## config.mk

```make
export PLATFORM = sky130hd
export DESIGN_NAME = chara_motion_ctrl
export DESIGN_NICKNAME = d
export VERILOG_FILES = /design/src/rtl/chara_pkg.sv /design/src/rtl/chara_anim_ctr.sv /design/src/rtl/chara_motion_ctrl.sv
export SDC_FILE = /design/constraint.sdc
export NUM_CORES = 1
export LEC_CHECK = 0
export CORE_UTILIZATION = 63
export DETAILED_ROUTE_END_ITERATION = 7
export GPL_ROUTABILITY_DRIVEN = 0
export GPL_TIMING_DRIVEN = 0
export PLACE_DENSITY = 0.87
export SLEW_MARGIN = 20
export SYNTH_ARGS = -nofsm -noshare
export SYNTH_HDL_FRONTEND = slang
export SYNTH_SLANG_ARGS = --single-unit
```

## constraint.sdc

```tcl
create_clock -name i_clk_pix -period 5.9 [get_ports i_clk_pix]
set_input_delay 0.59 -clock i_clk_pix [delete_from_list [all_inputs] [get_ports i_clk_pix]]
set_output_delay 0.59 -clock i_clk_pix [all_outputs]
set_load 0.02 [all_outputs]
```

## src/rtl/chara_pkg.sv

```systemverilog
// chara_pkg -- shared definitions for the character motion controller.
//
// Holds the motion-state encoding (as plain constants and as the enum
// built from them) plus a small helper that classifies airborne states.
// Imported by chara_motion_ctrl and chara_anim_ctr.

package chara_pkg;

  // Motion-state encoding; o_state exposes these raw values.
  localparam logic [1:0] ST_IDLE_ENC = 2'd0;
  localparam logic [1:0] ST_WALK_ENC = 2'd1;
  localparam logic [1:0] ST_JUMP_ENC = 2'd2;
  localparam logic [1:0] ST_FALL_ENC = 2'd3;

  typedef enum logic [1:0] {
    ST_IDLE = ST_IDLE_ENC,
    ST_WALK = ST_WALK_ENC,
    ST_JUMP = ST_JUMP_ENC,
    ST_FALL = ST_FALL_ENC
  } motion_state_t;

  // True for the two states where the sprite is off the ground.
  function automatic logic is_airborne(input motion_state_t s);
    return (s == ST_JUMP) || (s == ST_FALL);
  endfunction

endpackage

```

## src/rtl/chara_anim_ctr.sv

```systemverilog
// chara_anim_ctr -- sprite animation frame index for the motion controller.
//
// Ports:
//   clk        pixel clock
//   rst_n      synchronous active-low reset
//   frame      one-cycle start-of-frame pulse; the only update strobe
//   state      current motion state (registered)
//   state_nxt  motion state being committed on this frame pulse
//   anim       sprite frame index (registered)
//
// IDLE shows frame 0, airborne states show the last frame, WALK cycles
// 0..SPR_FRAMES-2 advancing once every ANIM_DIV frame pulses. The divider
// restarts whenever the state changes, so a fresh walk always starts on 0.

module chara_anim_ctr
  import chara_pkg::*;
#(
  parameter int SPR_FRAMES = 3,
  parameter int ANIM_DIV   = 8
) (
  input  logic          clk,
  input  logic          rst_n,
  input  logic          frame,
  input  motion_state_t state,
  input  motion_state_t state_nxt,
  output logic [1:0]    anim
);

  localparam int             DIVW      = (ANIM_DIV > 1) ? $clog2(ANIM_DIV) : 1;
  localparam logic [DIVW-1:0] DIV_LAST = DIVW'(ANIM_DIV - 1);
  localparam logic [1:0]     WRAP_AT   = 2'(SPR_FRAMES - 2);
  localparam logic [1:0]     AIR_FRAME = 2'(SPR_FRAMES - 1);

  logic [DIVW-1:0] div;
  logic [DIVW-1:0] div_nxt;
  logic [1:0]      anim_nxt;

  // Next divider / frame index, evaluated against the state being entered.
  always_comb begin
    div_nxt  = '0;
    anim_nxt = anim;
    case (state_nxt)
      ST_WALK: begin
        if (state != ST_WALK) begin
          div_nxt  = '0;
          anim_nxt = 2'd0;
        end else if (div == DIV_LAST) begin
          div_nxt  = '0;
          anim_nxt = (anim >= WRAP_AT) ? 2'd0 : anim + 2'd1;
        end else begin
          div_nxt  = div + DIVW'(1);
          anim_nxt = anim;
        end
      end
      ST_JUMP, ST_FALL: begin
        div_nxt  = '0;
        anim_nxt = is_airborne(state_nxt) ? AIR_FRAME : 2'd0;
      end
      ST_IDLE: begin
        div_nxt  = '0;
        anim_nxt = 2'd0;
      end
      default: begin
        div_nxt  = '0;
        anim_nxt = 2'd0;
      end
    endcase
  end

  // Divider and frame-index registers, updated only on frame pulses.
  always_ff @(posedge clk) begin
    if (!rst_n) begin
      div  <= '0;
      anim <= 2'd0;
    end else if (frame) begin
      div  <= div_nxt;
      anim <= anim_nxt;
    end else begin
      div  <= div;
      anim <= anim;
    end
  end

endmodule

```

## src/rtl/chara_motion_ctrl.sv

```systemverilog
// chara_motion_ctrl -- per-frame motion controller for a side-view sprite.
//
// Ports:
//   i_clk_pix      pixel clock (only clock)
//   i_rst_n        synchronous active-low reset, wins over i_frame
//   i_frame        one-cycle start-of-frame pulse; state changes only here
//   i_ctrl         {jump, left, right} key levels
//   o_x, o_y       signed sprite top-left position
//   o_anim         sprite frame index (from chara_anim_ctr)
//   o_facing_left  horizontal mirror request
//   o_state        motion state (IDLE/WALK/JUMP/FALL encoding of chara_pkg)
//
// Build option: define CHARA_DOUBLE_JUMP_EN to allow one extra jump while
// airborne per landing. Without it the credit register does not exist.
//
// Vertical arithmetic is carried one bit wider than CORDW so the sums used
// for the ceiling/ground tests cannot wrap before they are compared.

module chara_motion_ctrl
  import chara_pkg::*;
#(
  parameter int CORDW      = 16,
  parameter int H_RES      = 800,
  parameter int SPR_W      = 76,
  parameter int GROUND_Y   = 400,
  parameter int X_START    = 0,
  parameter int WALK_SPEED = 4,
  parameter int JUMP_VEL   = 12,
  parameter int GRAVITY    = 1,
  parameter int MAX_FALL   = 15,
  parameter int SPR_FRAMES = 3,
  parameter int ANIM_DIV   = 8
) (
  input  logic                    i_clk_pix,
  input  logic                    i_rst_n,
  input  logic                    i_frame,
  input  logic [2:0]              i_ctrl,
  output logic signed [CORDW-1:0] o_x,
  output logic signed [CORDW-1:0] o_y,
  output logic [1:0]              o_anim,
  output logic                    o_facing_left,
  output logic [1:0]              o_state
);

  localparam int SW = CORDW + 1;

  localparam logic signed [SW-1:0]    WALK_S     = SW'(WALK_SPEED);
  localparam logic signed [SW-1:0]    XMAX_S     = SW'(H_RES - SPR_W);
  localparam logic signed [SW-1:0]    GROUND_S   = SW'(GROUND_Y);
  localparam logic signed [SW-1:0]    GRAV_S     = SW'(GRAVITY);
  localparam logic signed [SW-1:0]    MAXF_S     = SW'(MAX_FALL);
  localparam logic signed [CORDW-1:0] XMAX_C     = CORDW'(H_RES - SPR_W);
  localparam logic signed [CORDW-1:0] X_RST      = CORDW'(X_START);
  localparam logic signed [CORDW-1:0] Y_GROUND   = CORDW'(GROUND_Y);
  localparam logic signed [CORDW-1:0] MAXF_C     = CORDW'(MAX_FALL);
  localparam logic signed [CORDW-1:0] TAKEOFF_VY = CORDW'(-JUMP_VEL);

  motion_state_t           state;
  motion_state_t           state_nxt;
  logic signed [CORDW-1:0] x, y, vy;
  logic signed [CORDW-1:0] x_nxt, y_nxt, vy_nxt;
  logic                    facing;
  logic                    facing_nxt;

  logic                    jump, go_left, move, air_jump;
  logic signed [SW-1:0]    x_ext, y_ext, vy_ext;
  logic signed [SW-1:0]    x_step, y_sum, vy_grav;

  assign jump    = i_ctrl[2];
  assign go_left = i_ctrl[1];
  assign move    = i_ctrl[1] ^ i_ctrl[0];

`ifdef CHARA_DOUBLE_JUMP_EN
  logic credit;
  logic credit_nxt;
  assign air_jump = jump & credit;
`else
  assign air_jump = 1'b0;
`endif

  // Next position, velocity, facing and state for the coming frame pulse.
  always_comb begin
    x_nxt      = x;
    y_nxt      = y;
    vy_nxt     = vy;
    state_nxt  = state;
    facing_nxt = facing;
`ifdef CHARA_DOUBLE_JUMP_EN
    credit_nxt = credit;
`endif
    x_ext   = {x[CORDW-1], x};
    y_ext   = {y[CORDW-1], y};
    vy_ext  = {vy[CORDW-1], vy};
    x_step  = '0;
    y_sum   = y_ext + vy_ext;
    vy_grav = vy_ext + GRAV_S;

    // Horizontal move applies in every state; facing follows the key even
    // when the clamp leaves x where it was.
    if (move) begin
      facing_nxt = go_left;
      if (go_left) begin
        x_step = x_ext - WALK_S;
        if (x_step[SW-1]) begin
          x_nxt = '0;
        end else begin
          x_nxt = x_step[CORDW-1:0];
        end
      end else begin
        x_step = x_ext + WALK_S;
        if (x_step > XMAX_S) begin
          x_nxt = XMAX_C;
        end else begin
          x_nxt = x_step[CORDW-1:0];
        end
      end
    end else begin
      facing_nxt = facing;
    end

    case (state)
      ST_IDLE, ST_WALK: begin
        // Takeoff frame: velocity is loaded, height moves from next frame.
        if (jump) begin
          state_nxt = ST_JUMP;
          vy_nxt    = TAKEOFF_VY;
        end else if (move) begin
          state_nxt = ST_WALK;
        end else begin
          state_nxt = ST_IDLE;
        end
      end
      ST_JUMP: begin
        if (air_jump) begin
          state_nxt = ST_JUMP;
          vy_nxt    = TAKEOFF_VY;
`ifdef CHARA_DOUBLE_JUMP_EN
          credit_nxt = 1'b0;
`endif
        end else if (y_sum[SW-1]) begin
          // Would pass the top of the screen: pin to row 0 and drop.
          y_nxt     = '0;
          vy_nxt    = '0;
          state_nxt = ST_FALL;
        end else begin
          y_nxt  = y_sum[CORDW-1:0];
          vy_nxt = vy_grav[CORDW-1:0];
          if (!vy_grav[SW-1]) begin
            state_nxt = ST_FALL;
          end else begin
            state_nxt = ST_JUMP;
          end
        end
      end
      ST_FALL: begin
        if (air_jump) begin
          state_nxt = ST_JUMP;
          vy_nxt    = TAKEOFF_VY;
`ifdef CHARA_DOUBLE_JUMP_EN
          credit_nxt = 1'b0;
`endif
        end else if (y_sum >= GROUND_S) begin
          y_nxt     = Y_GROUND;
          vy_nxt    = '0;
          state_nxt = move ? ST_WALK : ST_IDLE;
`ifdef CHARA_DOUBLE_JUMP_EN
          credit_nxt = 1'b1;
`endif
        end else begin
          y_nxt = y_sum[CORDW-1:0];
          if (vy_grav > MAXF_S) begin
            vy_nxt = MAXF_C;
          end else begin
            vy_nxt = vy_grav[CORDW-1:0];
          end
          state_nxt = ST_FALL;
        end
      end
      default: begin
        state_nxt = ST_IDLE;
      end
    endcase
  end

  // Motion registers: reset wins, otherwise update on frame pulses only.
  always_ff @(posedge i_clk_pix) begin
    if (!i_rst_n) begin
      x      <= X_RST;
      y      <= Y_GROUND;
      vy     <= '0;
      state  <= ST_IDLE;
      facing <= 1'b0;
    end else if (i_frame) begin
      x      <= x_nxt;
      y      <= y_nxt;
      vy     <= vy_nxt;
      state  <= state_nxt;
      facing <= facing_nxt;
    end else begin
      x      <= x;
      y      <= y;
      vy     <= vy;
      state  <= state;
      facing <= facing;
    end
  end

`ifdef CHARA_DOUBLE_JUMP_EN
  // Air-jump credit: granted at reset and on every landing.
  always_ff @(posedge i_clk_pix) begin
    if (!i_rst_n) begin
      credit <= 1'b1;
    end else if (i_frame) begin
      credit <= credit_nxt;
    end else begin
      credit <= credit;
    end
  end
`endif

  chara_anim_ctr #(
    .SPR_FRAMES (SPR_FRAMES),
    .ANIM_DIV   (ANIM_DIV)
  ) u_anim (
    .clk       (i_clk_pix),
    .rst_n     (i_rst_n),
    .frame     (i_frame),
    .state     (state),
    .state_nxt (state_nxt),
    .anim      (o_anim)
  );

  assign o_x           = x;
  assign o_y           = y;
  assign o_facing_left = facing;
  assign o_state       = state;

endmodule

```

======== Yosys cells after proc, flatten, opt, wreduce, memory -nomap -nowiden ========
Index checks and enable logic that the tools add are counted.
word-level totals
  bits in registers ....................... 56
  input port bits ......................... 6
  output and inout port bits .............. 37
  logic and storage cells ................. 64
cells by class
  bitwise operators ....................... 1
  $add $sub $neg .......................... 6
  reductions and logical operators ........ 11
  magnitude comparators ................... 4
  muxes and demuxes ....................... 25
  equality and inequality tests ........... 10
operators by type and width
  kind                                                                 number
  2-to-1 mux 16 bit                                                    9
  one-hot mux 16 bit (3 select lines)                                  1
  one-hot mux 16 bit (2 select lines)                                  1
  adder 16 x 16 -> 17 bit                                              1
  adder 16 x 2 -> 17 bit, second input constant                        1
  adder 16 x 4 -> 17 bit, second input constant                        1
  greater-or-equal comparator 17 x 10 -> 1 bit, second input constant  1
  > comparator 17 x 11 -> 1 bit, second input constant                 1
  > comparator 17 x 5 -> 1 bit, second input constant                  1
  subtractor 16 x 4 -> 17 bit, second input constant                   1
  2-to-1 mux 2 bit                                                     6
  one-hot mux 2 bit (3 select lines)                                   2
  == test 2 bit, second input constant                                 4
  AND reduction 2 bit                                                  4
  2-to-1 mux 3 bit                                                     2
  one-hot mux 3 bit (2 select lines)                                   1
  == test 2 x 1 -> 1 bit, second input constant                        2
  logical NOT 2 bit                                                    2
  OR reduction 2 bit                                                   2
  adder 3 x 1 -> 3 bit, second input constant                          1
  == test 3 bit, second input constant                                 1
  2-to-1 mux 1 bit                                                     3
  != test 3 x 1 -> 1 bit, second input constant                        1
  OR reduction 3 bit                                                   1
  other kinds (7)                                                      7

======== Depth between registers and ports, before layout ========
Gate-level depths: netlist of the first run.
  depth after elaboration ................. 8
  depth in mapped cells ................... 13
  gate-level depth less buffers ........... 12

======== Modules after synthesis ========
A second synthesis of the first run with hierarchy kept.
unflattened totals
  cell total of the unflattened synthesis .. 624
  area, all modules ....................... 4573.1 µm²
modules (own cells, without submodules)
  module             instances  area an instance (µm²)  cells each  seq. area each (µm²)
  chara_motion_ctrl  1          4256.6                  590         980.9
  chara_anim_ctr     1          316.6                   34          100.1

======== Least setup slack after synthesis of the first run ========
No wires, ideal clock.
  path kind ............................... reg2reg
  start point ............................. register y[0], in the netlist o_y[0]
  end point ............................... register vy[1]
  arrival ................................. 3.288 ns
  cell stages (with the launch flop) ...... 13
  data required time ...................... 5.840 ns
  setup time .............................. 0.060 ns
  path buffers ............................ 0
  path slack .............................. 2.552 ns
  cells stage by stage .................... dfxtp_1 -> ha_1 -> inv_1 -> fa_1 -> nor2b_1 -> o2111ai_1 -> a211oi_1 -> mux2_2 -> a221oi_1 -> nand4b_1 -> o21a_1 -> nor4_1 -> a221o_1
between the ends
  cells in the longest elaborated chain, start to end .. 4
  elaborated cells on any way between the ends .. 5
RTL lines
  element                                       line                      source
  start, declared                               chara_motion_ctrl.sv:60   logic signed [CORDW-1:0] x, y, vy;
  start signal, assigned                        chara_motion_ctrl.sv:195  y <= y_nxt;
  start signal, assigned                        chara_motion_ctrl.sv:201  y <= y;
  adder 16 x 16 -> 17 bit *                     chara_motion_ctrl.sv:95   y_sum = y_ext + vy_ext;
  greater-or-equal comparator 17 x 10 -> 1 bit  chara_motion_ctrl.sv:162  end else if (y_sum >= GROUND_S) begin
  2-to-1 mux 16 bit                             chara_motion_ctrl.sv:162
  one-hot mux 16 bit (3 select lines) *         chara_motion_ctrl.sv:121  case (state)
  end signal, assigned                          chara_motion_ctrl.sv:196  vy <= vy_nxt;
  end signal, assigned                          chara_motion_ctrl.sv:202  vy <= vy;
  end, declared                                 chara_motion_ctrl.sv:60
Every way passes the cells marked *; elsewhere a longest branch is shown, timed or not.
A chain may end at the register's enable or synchronous reset.

======== Worst setup path in the final report of the first run ========
  start point ............................. register vy[0]
  end point ............................... register vy[1]
between the ends
  cells in the longest elaborated chain, start to end .. 5
  elaborated cells on any way between the ends .. 8
RTL lines
  element                                line                      source
  adder 16 x 2 -> 17 bit                 chara_motion_ctrl.sv:96   vy_grav = vy_ext + GRAV_S;
  > comparator 17 x 5 -> 1 bit           chara_motion_ctrl.sv:171  if (vy_grav > MAXF_S) begin
  2-to-1 mux 16 bit                      chara_motion_ctrl.sv:171
  2-to-1 mux 16 bit                      chara_motion_ctrl.sv:162
  one-hot mux 16 bit (3 select lines) *  chara_motion_ctrl.sv:121
Marked as above.

==> impl.org, run 1 <==
** Finish
- The library cells used most frequently in the layout, excluding fill and tap cells, are nand2_1, dfxtp_1, a21oi_1.
- Number of filler cells placed in the layout :: roughly 550
- The repair_antennas step left the layout with diodes totalling 0.
- Summing all non-filler instances in the final layout gives an area of 4989 µm².
- The library cell used most frequently in the layout, excluding fill and tap cells, is nand2_1.
- Relative area change from synthesis to final layout :: 13.43%
- Final net count :: 678
- Fraction of layout cells with a size suffix above 1 :: 2.932%

** Clock network
- Cell chosen for the clock root :: clkbuf_8
- TritonCTS built the clock tree.
- In this run the number of H-tree levels came out at 2.
- TritonCTS sink count :: 54
- The number of clock buffers added by TritonCTS is 5.
- Clock latency on the worst-skew pair, taken at its later pin, is 320 ps.
- Buffers added to address setup during post-CTS repair amount to 0.
- CTS resizes :: 0
- Counting along the longest clock path gives a buffer depth of 2.
- Count of hold-fix buffers inserted at cts :: 0
- Clock-pin slew was measured on the worst setup and hold paths at about 110 ps.

** Outcome
- Run status :: completed

** Logic synthesis
- Among all flip-flop cells after synthesis, the most frequent one is dfxtp_1.
- Synthesis produced a netlist whose cell count is 599.
- After synthesis, the share of flip-flops with an asynchronous set or reset is 0%.
- Post-Synthesis Cell Area :: around 4400 µm²
- After synthesis the netlist holds a flip-flop and latch count of 54.
- After synthesis, the mean cell area works out to 7.342 µm².
- For this run, the number of Yosys warnings is 0.
- Post-synth EDFFs :: 0
- Sequential area share after synthesis :: 24.58%
- Number of library cell types mapped by synthesis :: 67

** STA
- Rel. slew slack :: 44.99%
- Actual transition at the worst max-transition pin :: 817.6 ps
- Setup violations remaining at the end of the flow were counted as 0.
- Clock skew on the completed layout was measured at 8.079 ps.
- After layout, the minimum clock period comes to 4175 ps.
- For the final routed database, the setup TNS stands at 0 ps.
- The number of slew-limit violations in the final report came to 0.
- After layout, the worst path uses 70.77% of the clock period.
- Number of failing hold endpoints at the final stage :: 0
- Setup repair after global routing left no endpoint under its margin.
- Minimum setup slack in the final design :: 1725 ps
- Timing would allow up to 239.5 MHz.

** Pwr
- Combinational group share of total power :: 43.6%
- Peak ir drop on the vdd network :: 0.1477 mV
- Of the total power, the clock network draws 18.9%.
- Dividing total power by cell area gives a power density of between 200 and 250 nW/µm².
- Net switching is approximately two fifths of the power.
- Part of the total power dissipated in sequential elements :: around 38%
- The analysis attributes to net switching a power of 0.4696 mW.
- Power Internal :: 0.6750 mW
- Static leakage :: 1.957 nW

** Routing
- Summing over every cut layer, the via total after detailed routing is 4,879.
- For this block, the initial DRC count from the detailed router was around 480.
- Sum of routed wire length over all layers :: ~13,000 µm
- Dividing the detail-routed wire length by the instance count gives roughly 17 µm.
- Vias per std cell :: 6.702
- The first TritonRoute pass finished after 5 iterations.
- After detailed routing, the number of remaining DRC violations is 0.
- The detail route stage leaves a number of antenna-violating nets equal to 0.

** Critical path
- Startpoint Class :: flop
- Critical setup path kind :: reg2reg
- The worst setup path is captured at a flop.
- STA puts the critical path data required time at 6170 ps.
- STA puts the critical path data arrival time at 4440 ps.
- Of all nets on the critical path, the largest fanout is 6.

** Floorplan
- The total area inside the core boundary comes to 6756 µm².
- The die covers 7319 µm².
- In this run the vertical extent of the chip is 85.55 µm.
- 43 I/O pins were placed.
- Once the floorplan was initialized, standard cells occupied between 60% and 70% of the core.
- Standard-cell rows :: 30
- Width of the chip :: 85.55 µm

** Placed design
- IO buf count :: 40
- After legalization and detailed placement, the total HPWL measured about 9500 µm.
- Total cell area at the placement stage :: 4902 µm²
- Worst-case setup slack after placement :: 1859 ps

** Global route
- The number of antenna violations at the first check in global routing was 0.
- Entering global routing, the biggest net connects 17 pins.
- Wire length of the first global-routing pass :: 20,360 µm
- For this run the aggregate overflow at the end of global routing stands at 0.
- Number of global-route vias before repair :: 4,286
- For this run, the total global-route usage over all layers was measured as 34.12%.

** Hold path
- The tightest min-delay check is of the reg2reg type.

** Job
- Max-cap violations in this run came to 0.
[power by group through the flow]
stage / Clock [mW] / Combinational [mW] / Sequential, mW
finish: 0.216 / 0.499 / 0.429
CTS: 0.217 / 0.484 / 0.427
floorplan: 0 / 0.331 / 0.450
global route: 0.230 / 0.543 / 0.433
global placement: 0 / 0.466 / 0.435
detailed placement: 0 / 0.482 / 0.436
[state kept, by name, summed over array words and instances (netlist names)]
name / flops
u_anim.anim: 2
u_anim.div: 3
o_state: 2
o_x: 14
o_y: 16
o_facing_left: 1
vy: 16
[path summary, 6_finish.rpt]
check           startpoint             to  slack [ps]  cells after the start
min reg2reg  u_anim.div[1]  u_anim.div[1]         480                      2
max                  vy[0]          vy[1]        1720                     12
max reg2reg          vy[0]          vy[1]        1720                     12
min          u_anim.div[1]  u_anim.div[1]         480                      2
[synthesized netlist by cell type (3+ instances only)]
cell type | number | area share (%)
a211o_1 | 3 | 0.60
a211oi_1 | 8 | 1.4
a21o_1 | 10 | 1.7
a21oi_1 | 46 | 5.2
a221oi_1 | 3 | 0.60
a22o_1 | 8 | 1.6
a31oi_1 | 7 | 1.0
a32oi_1 | 3 | 0.60
a41oi_1 | 4 | 0.80
and2_1 | 10 | 1.4
and3_1 | 15 | 2.1
and4_1 | 7 | 1.4
clkbuf_1 | 38 | 3.2
dfxtp_1 | 54 | 25
ha_1 | 24 | 6.8
inv_1 | 18 | 1.5
nand2_1 | 60 | 5.1
nand2b_1 | 14 | 2.0
nand3_1 | 16 | 1.8
nand3b_1 | 4 | 0.68
nand4_1 | 12 | 1.7
nor2_1 | 40 | 3.4
nor3_1 | 30 | 3.4
nor4_1 | 7 | 1.0
o211ai_1 | 6 | 1.0
o21a_1 | 7 | 1.2
o21ai_0 | 35 | 4.0
o22ai_1 | 10 | 1.4
o31a_1 | 3 | 0.60
o31ai_1 | 8 | 1.4
or3_1 | 13 | 1.8
xnor2_1 | 18 | 3.6
xor2_1 | 11 | 2.2
[per-layer routing]
metal  share of wire [%]  global-route usage (%)  up-vias
met5                   0                       0        -
met3                  11                   5.294       28
met4                 1.6                   9.242        0
li1                    -                       -     2316
met1                  43                   48.77     2240
met2                  45                   53.60      295
[kinds of logic (layout without fill, tap and decap cells)]
kind of cell | count (synthesis) | count (layout) | share of synthesized area (%)
AO/OA/AOI/OAI | 185 | 185 | 27.97
XOR/XNOR | 29 | 29 | 5.775
adder cells (fa/ha/maj) | 25 | 25 | 7.283
multiplexers | 3 | 3 | 0.7397
buffers and inverters | 62 | 110 | 5.519
other | 1 | 2 | 0.08527
flip-flops | 54 | 54 | 24.58
AND/OR/NAND/NOR | 240 | 240 | 28.05
[per-stage QoR]
stage	util (%)	hold WS, ps	std cells	total power, mW
3_3_place_gp	72.56	461.7	720	0.9011
4_1_cts	73.83	484.6	728	1.129
3_5_place_dp	72.56	468.5	720	0.9174
6_report	73.83	483.1	728	1.145
5_1_grt	73.83	505.3	728	1.206
2_1_floorplan	-	449.9	600	0.7811
[critical path, stage by stage (launching register included)]
cell and delay, ps:
dfxtp_1 450, ha_1 230, inv_1 60, fa_1 410
nor2b_1 260, o2111ai_1 180, a211oi_1 450, mux2_2 410
a221oi_1 290, nand4b_1 180, o21a_1 260, nor4_1 730
a221o_1 200
[area by class of cell]
type	count	area (µm²)	share of cell area [%]
plain buffers	44	175.2	3.511
clock buffers	6	72.57	1.455
clock inverters	2	13.76	0.2759
inverters	18	67.56	1.354
multi-input cells	484	3078	61.70
flip-flops and latches	54	1081	21.67
well taps	80	100.1	2.007
repair buffers	40	400.4	8.026
(Power assumes the default switching activity.)
==> run 2, diff against run 1 <==
CORE_UTILIZATION = 58   (was 63)
PLACE_DENSITY = 0.81   (was 0.87)
clock period = 4.29 ns   (was 5.9 ns; I/O delays follow)
==> impl.org, run 2 (same netlist as run 1, synthesis figures left out) <==
** Outcome
- Run status :: finished, violations left
- The final reports fail on design-rule violations.

** STA
- Post-route minimum period :: between 4000 and 5000 ps
- Number of failing hold endpoints at the final stage :: 0
- Between clock sinks in the finished design, the worst skew comes to 6.207 ps.
- Across all setup checks in the final design, the least slack found is 243.0 ps.
- Rel. slew slack :: 48.09%
- Max frequency :: 247.1 MHz
- Finish-stage setup viols :: 0
- Final Cycle Share :: between 90 and 100%
- Summed over all failing endpoints, the final setup total negative slack is 0 ps.
- Actual transition at the worst max-transition pin :: 771.6 ps
- The number of slew-limit violations in the final report came to 0.

** Pwr
- Static leakage :: roughly 2 nW
- In this run the power density over the cells is 323.0 nW/µm².
- Post-layout total power :: 1.629 mW
- Peak ir drop on the vdd network :: 0.2002 mV

** Finish
- Post-route non-filler standard cell count :: 747
- Commonest cells after routing, fill and taps aside :: nand2_1, dfxtp_1, a21oi_1
- Number of filler cells placed in the layout :: 660
- Final net count :: 678
- Relative area change from synthesis to final layout :: 14.65%
- Fraction of layout cells with a size suffix above 1 :: 3.241%
- The number of antenna diodes in the final layout is 0.
- Leaving out fill and tap cells, the most frequent cell in the layout is nand2_1.
- Once layout is complete, the utilization of the core stands at 69.15%.

** Floorplan
- Starting density of the core :: 60.31%
- Measured along the y axis, the die boundary spans 89.08 µm.
- Standard cell core area :: 7292 µm²
- The floorplan step defined a die boundary enclosing 7935 µm².
- In this run the horizontal extent of the chip is a little under 90 µm.
- 43 I/O pins were placed.
- Row generation in the floorplan step produced 31 rows.

** Hold path
- The min-delay analysis places its worst path in the category reg2reg.
- Startpoint of the tightest hold check path :: u_anim.div[1]

** Clock network
- The root buffer cell chosen for the clock tree is clkbuf_8.
- The clock tree synthesis step divided the H-tree into 2 levels.
- Clock Path Buffers :: 2
- Count of hold-fix buffers inserted at cts :: 0
- Number of buffers added for setup after CTS :: 0
- The later pin in the worst-skew pair is clocked with a latency of 320 ps.
- Clock transition at the registers of the reported paths :: 100 ps
- Number of CTS-inserted buffers :: 5
- Clock tree from TritonCTS :: built
- TritonCTS sink count :: 54
- Gates resized during post-CTS repair numbered 0.

** Critical path
- At the worst endpoint, the arrival time is 4290 ps.
- The most critical setup path has its startpoint at vy[0].
- Cell with the largest stage delay on the worst path :: dfxtp_1
- Critical setup path kind :: reg2reg
- Maximum fanout count along the critical path :: 10
- In this design, the stage delay of the slowest critical-path cell is 450 ps.
- For the worst setup path, the data required time is 4530 ps.
- Critical path endpoint category :: flop
- Walking the worst path, the cells encountered are ha_1, inv_1, fa_1, nor2b_1, o2111ai_1, a211oi_2, mux2_2, a221oi_1, nand4b_1, o21ai_2, a21oi_1, clkbuf_2, nor3_1.
- Startpoint Class :: flop
- The startpoint identified for the worst register-to-register timing path is vy[0].
- Kind of cell adding the most delay to the critical path :: compound AO/OA/AOI/OAI gates
- Buffers plus inverters on the worst setup path :: 2

** Placed design
- Buffers placed on the I/O ports in this run total 40.
- Placed Cells :: 739
- Worst-case setup slack after placement :: around 240 ps
- Final HPWL DP :: between 9000 and 10,000 µm

** Routing
- After the first detailed-routing iteration, the DRC count stood at around 460.
- The count of nets left with antenna violations once routing finished came out at 0.
- The detailed router placed 4,802 vias in this run.
- The first detailed-routing pass took 8 iterations.
- Using the TritonRoute via totals, the vias-per-cell ratio works out to 6.428.
- Number of DRC violations after detailed routing :: 1
- Routed wire per std cell :: 17.22 µm
- After detailed routing, the total wire length is 12,860 µm.

** Global route
- Global routing consumed, over all layers together, 31.87% of the routing resources.
- Summed over all layers, the global routing overflow is 0.
- Antenna violations before repair :: 0
- Entering global routing, the biggest net connects 16 pins.
- The via count of the first global-routing pass came to approximately 4,100.
- The first global-routing pass estimated 19,750 µm of wire.

** Job
- Number of violations of the max-capacitance limit :: 0
-- run 2: changes by cell type in the layout (fill, tap and decap cells not counted) --
cell	delta
clkinv_4	-1
a211oi_2	+1
clkinv_2	-1
o21ai_1	-1
clkbuf_2	+1
bufinv_16	+1
o21ai_2	+1
a211oi_1	-1
-- run 2: tightest hold or removal path, stage by stage, from the launching register on --
cell and delay (ps):
dfxtp_1 330, nand2b_1 70, a21oi_1 50
-- run 2: layout make-up --
class                      count  area (µm²)  share of cell area, %
multi-input combinational    484        3087                  61.22
sequential                    54        1081                  21.44
timing repair buffer          40       400.4                  7.940
buffer                        44       176.4                  3.499
tap                           99       123.9                  2.457
clock buffer                   7       76.32                  1.514
inverter                      18       67.56                  1.340
clock inverter                 1       30.03                 0.5955
-- run 2: worst paths after layout --
kind / to / cells past startpoint / slack (ps)
setup / recovery: vy[5] / 13 / 240
hold / removal: u_anim.div[1] / 2 / 490
setup reg to reg: vy[5] / 13 / 240
hold reg to reg: u_anim.div[1] / 2 / 490
-- run 2: report_power, final --
group	leakage, nW	internal [mW]	switching, mW
combinational	1.48	0.271	0.415
sequential	0.441	0.541	0.0490
clock	0.0524	0.175	0.177
total	1.97	0.988	0.641
-- run 2: stage by stage --
step	hold WS (ps)	instance area, µm²
after floorplan	449.9	4402
after global placement	461.4	4926
after CTS	489.3	5032
after global routing	504.2	5042
final	486.6	5042
after detailed placement	472.9	4926
-- run 2: routing by layer --
layer	wire length [µm]	up-vias	global-route usage, %
li1	-	2318	-
met1	5777	2242	44.95
met2	5888	216	50.45
met3	996	26	5.078
met4	199	0	8.802
met5	0	-	0
==> run 3, diff against run 2 <==
GPL_TIMING_DRIVEN = not set   (was 0)
SKIP_LAST_GASP = 1   (was not set)
==> impl.org, run 3 (same netlist as run 1, synthesis figures left out) <==
** Global route
- Largest net degree at the start of global routing :: 26
- Combined global-route utilization of all metal layers :: 31.18%
- Met1 GRT Util :: 43.95%
- Wire length of the first global-routing pass :: 19,350 µm
- Met3 capacity usage during global routing :: under 10%
- Antenna violations before repair :: 0
- Global-route track usage on met2 :: 48.58%
- Number of global-route vias before repair :: 4,014
- Busiest grt layer :: met2
- Grt ovf :: 0

** Clock network
- Clock latency on the worst-skew pair, taken at its later pin, is 320 ps.
- CTS resizes :: 0
- Post-CTS timing repair inserted 0 buffers for setup.
- Clock tree from TritonCTS :: built
- In this run the number of H-tree levels came out at 2.
- Hold repair after CTS inserted 0 buffers.
- Counting the buffers created by CTS gives 5.
- Clock Path Buffers :: 2
- Cell chosen for the clock root :: clkbuf_8
- Clock-pin slew was measured on the worst setup and hold paths at ~110 ps.
- Clock tree synthesis found a total of 54 sinks.

** Critical path
- Reg2Reg Depth :: 12
- Maximum fanout count along the critical path :: 12
- Worst R2R End :: vy[12]
- Flop2flop setup slack :: 350 ps
- Arrival @ worst endpoint :: 4140 ps
- Among all stages on the critical path, the largest delay is contributed by dfxtp_1.
- Data on the critical path is required at its endpoint by 4490 ps.
- The worst setup path is launched from a flop.
- Buffers plus inverters on the worst setup path :: 1
- Critical path's largest stage delay :: 430 ps
- Worst reg2reg startpoint :: vy[0]
- The critical path ends at vy[12].
- The critical path runs through a total of 12 cells.
- The worst setup path is captured at a flop.
- Critical setup path kind :: reg2reg
- Kind of cell adding the most delay to the critical path :: compound AO/OA/AOI/OAI gates
- The critical path goes through ha_1, inv_1, fa_1, nor2b_1, o2111ai_1, a211oi_1, mux2_2, a221oi_1, nand4b_1, o21ai_1, a21oi_1, a2111oi_0.
- Tracing the worst setup path back leads to its startpoint at vy[0].

** Pwr
- For this design the ratio of total power to cell area is 337.9 nW/µm².
- Static leakage :: between 1.5 and 2 nW
- Across the VDD grid, the largest voltage drop is 0.1880 mV.

** STA
- After routing, the total negative slack on setup checks comes to 0 ps.
- The number of slew-limit violations in the final report is 0.
- Worst-case clock skew :: between 10 and 15 ps
- Rel. slew slack :: 34.94%
- Counting I/O delays and the setup requirement, the final critical path takes 3940 ps.
- Finish-stage setup viols :: 0
- Unrepaired setup endpoints after global routing :: false
- The hold violation total from the final report came to 0.
- At the pin with the least slew margin, the transition time is about 980 ps.
- Timing would allow up to 253.8 MHz.
- Min Hold Slack :: 484.7 ps
- Final Cycle Share :: between 90 and 100%

** Finish
- Leaving out fill and tap cells, the most frequent cell in the layout is nand2_1.
- For this run, the share of the core covered by cells in the final layout is 67.66%.
- Number of diodes :: 0
- Relative area change from synthesis to final layout :: 12.18%
- Leaving out fill and tap cells, the most frequent cells in the layout are nand2_1, dfxtp_1, a21oi_1.
- Fraction of layout cells with a size suffix above 1 :: 3.607%
- In the final design database the tool counted 640 nets.
- Number of filler cells placed in the layout :: 651

** Floorplan
- Starting density of the core :: 60.31%
- The floorplan step defined a die boundary enclosing 7935 µm².
- Width of the chip :: 89.08 µm
- Height of the die :: 89.08 µm
- Ports placed on the boundary :: 43
- Standard-cell rows :: 31
- Standard cell core area :: ~7300 µm²

** Routing
- In this run the remaining antenna-violating nets after routing total 0.
- First-pass detailed-route iteration total :: 5
- For this block, the routed nets add up to 12,050 µm of wire.
- Dividing the detail-routed wire length by the instance count gives 17.00 µm.
- Vias per std cell :: around 6.6
- The detailed router placed around 4,700 vias in this run.
- The first routing iteration left 522 violations.
- In the routed design, unresolved DRC markers number 0.

** Placed design
- Input and output buffers added on the ports amount to 40.
- The wire-length estimate of the detail-placed layout is 8835 µm.

** Job
- Number of violations of the max-capacitance limit :: 0

** Hold path
- The path class of the tightest hold or removal check is reg2reg.

** Outcome
- The flow ran to the end, and the final reports show no timing, DRC or antenna violations.
==> run 3: cell types whose count changed in the layout (fill, tap and decap cells not counted), sizes merged <==
cell and delta:
clkinv +1, clkbuf -40, bufinv +1
==> run 3: layout make-up <==
| class | count | area (µm²) | share of cell area [%] |
|---|---|---|---|
| Clock inverter | 3 | 68.82 | 1.395 |
| Multi-Input combinational cell | 484 | 3078 | 62.39 |
| Timing Repair Buffer | 46 | 445.4 | 9.029 |
| Clock buffer | 5 | 68.82 | 1.395 |
| Inverter | 18 | 67.56 | 1.370 |
| Sequential cell | 54 | 1081 | 21.91 |
| Tap cell | 99 | 123.9 | 2.511 |
==> run 3: worst min-delay path by stage <==
stage	from	endpoint	cells after the start
4_1_cts	u_anim.div[2]	u_anim.div[2]	2
5_1_grt	u_anim.div[2]	u_anim.div[2]	2
2_1_floorplan	u_anim.div[1]	u_anim.div[1]	2
3_5_place_dp	u_anim.div[2]	u_anim.div[2]	2
3_3_place_gp	u_anim.div[2]	u_anim.div[2]	2
6_report	u_anim.div[1]	u_anim.div[1]	2
==> run 3: stage by stage <==
step                instance area (µm²)  worst slack, ps  instances  total power, mW
finish                             4933            349.7        709            1.667
global route                       4933            94.08        709            1.764
CTS                                4933            369.5        709            1.659
detailed placement                 4796            487.4        701            1.239
global placement                   4796            662.2        701            1.224
floorplan                          4402            941.8        600            1.074
==> run 3: power by group <==
part / leakage [nW] / internal, mW / switching, mW
logic: 1.43 / 0.262 / 0.347
registers: 0.441 / 0.541 / 0.0978
clock network: 0.0683 / 0.234 / 0.185
==> run 3: layer usage <==
layer	up-vias	share of wire [%]
met5	-	0
met4	0	1.4
met3	23	8.6
met2	201	45
met1	2192	45
li1	2239	-
==> run 3: worst reg2reg max path: stages, from the launching register on <==
cell and delay, ps:
dfxtp_1 430, ha_1 230, inv_1 60, fa_1 400
nor2b_1 220, o2111ai_1 180, a211oi_1 410, mux2_2 400
a221oi_1 270, nand4b_1 180, o21ai_1 340, a21oi_1 360
a2111oi_0 360
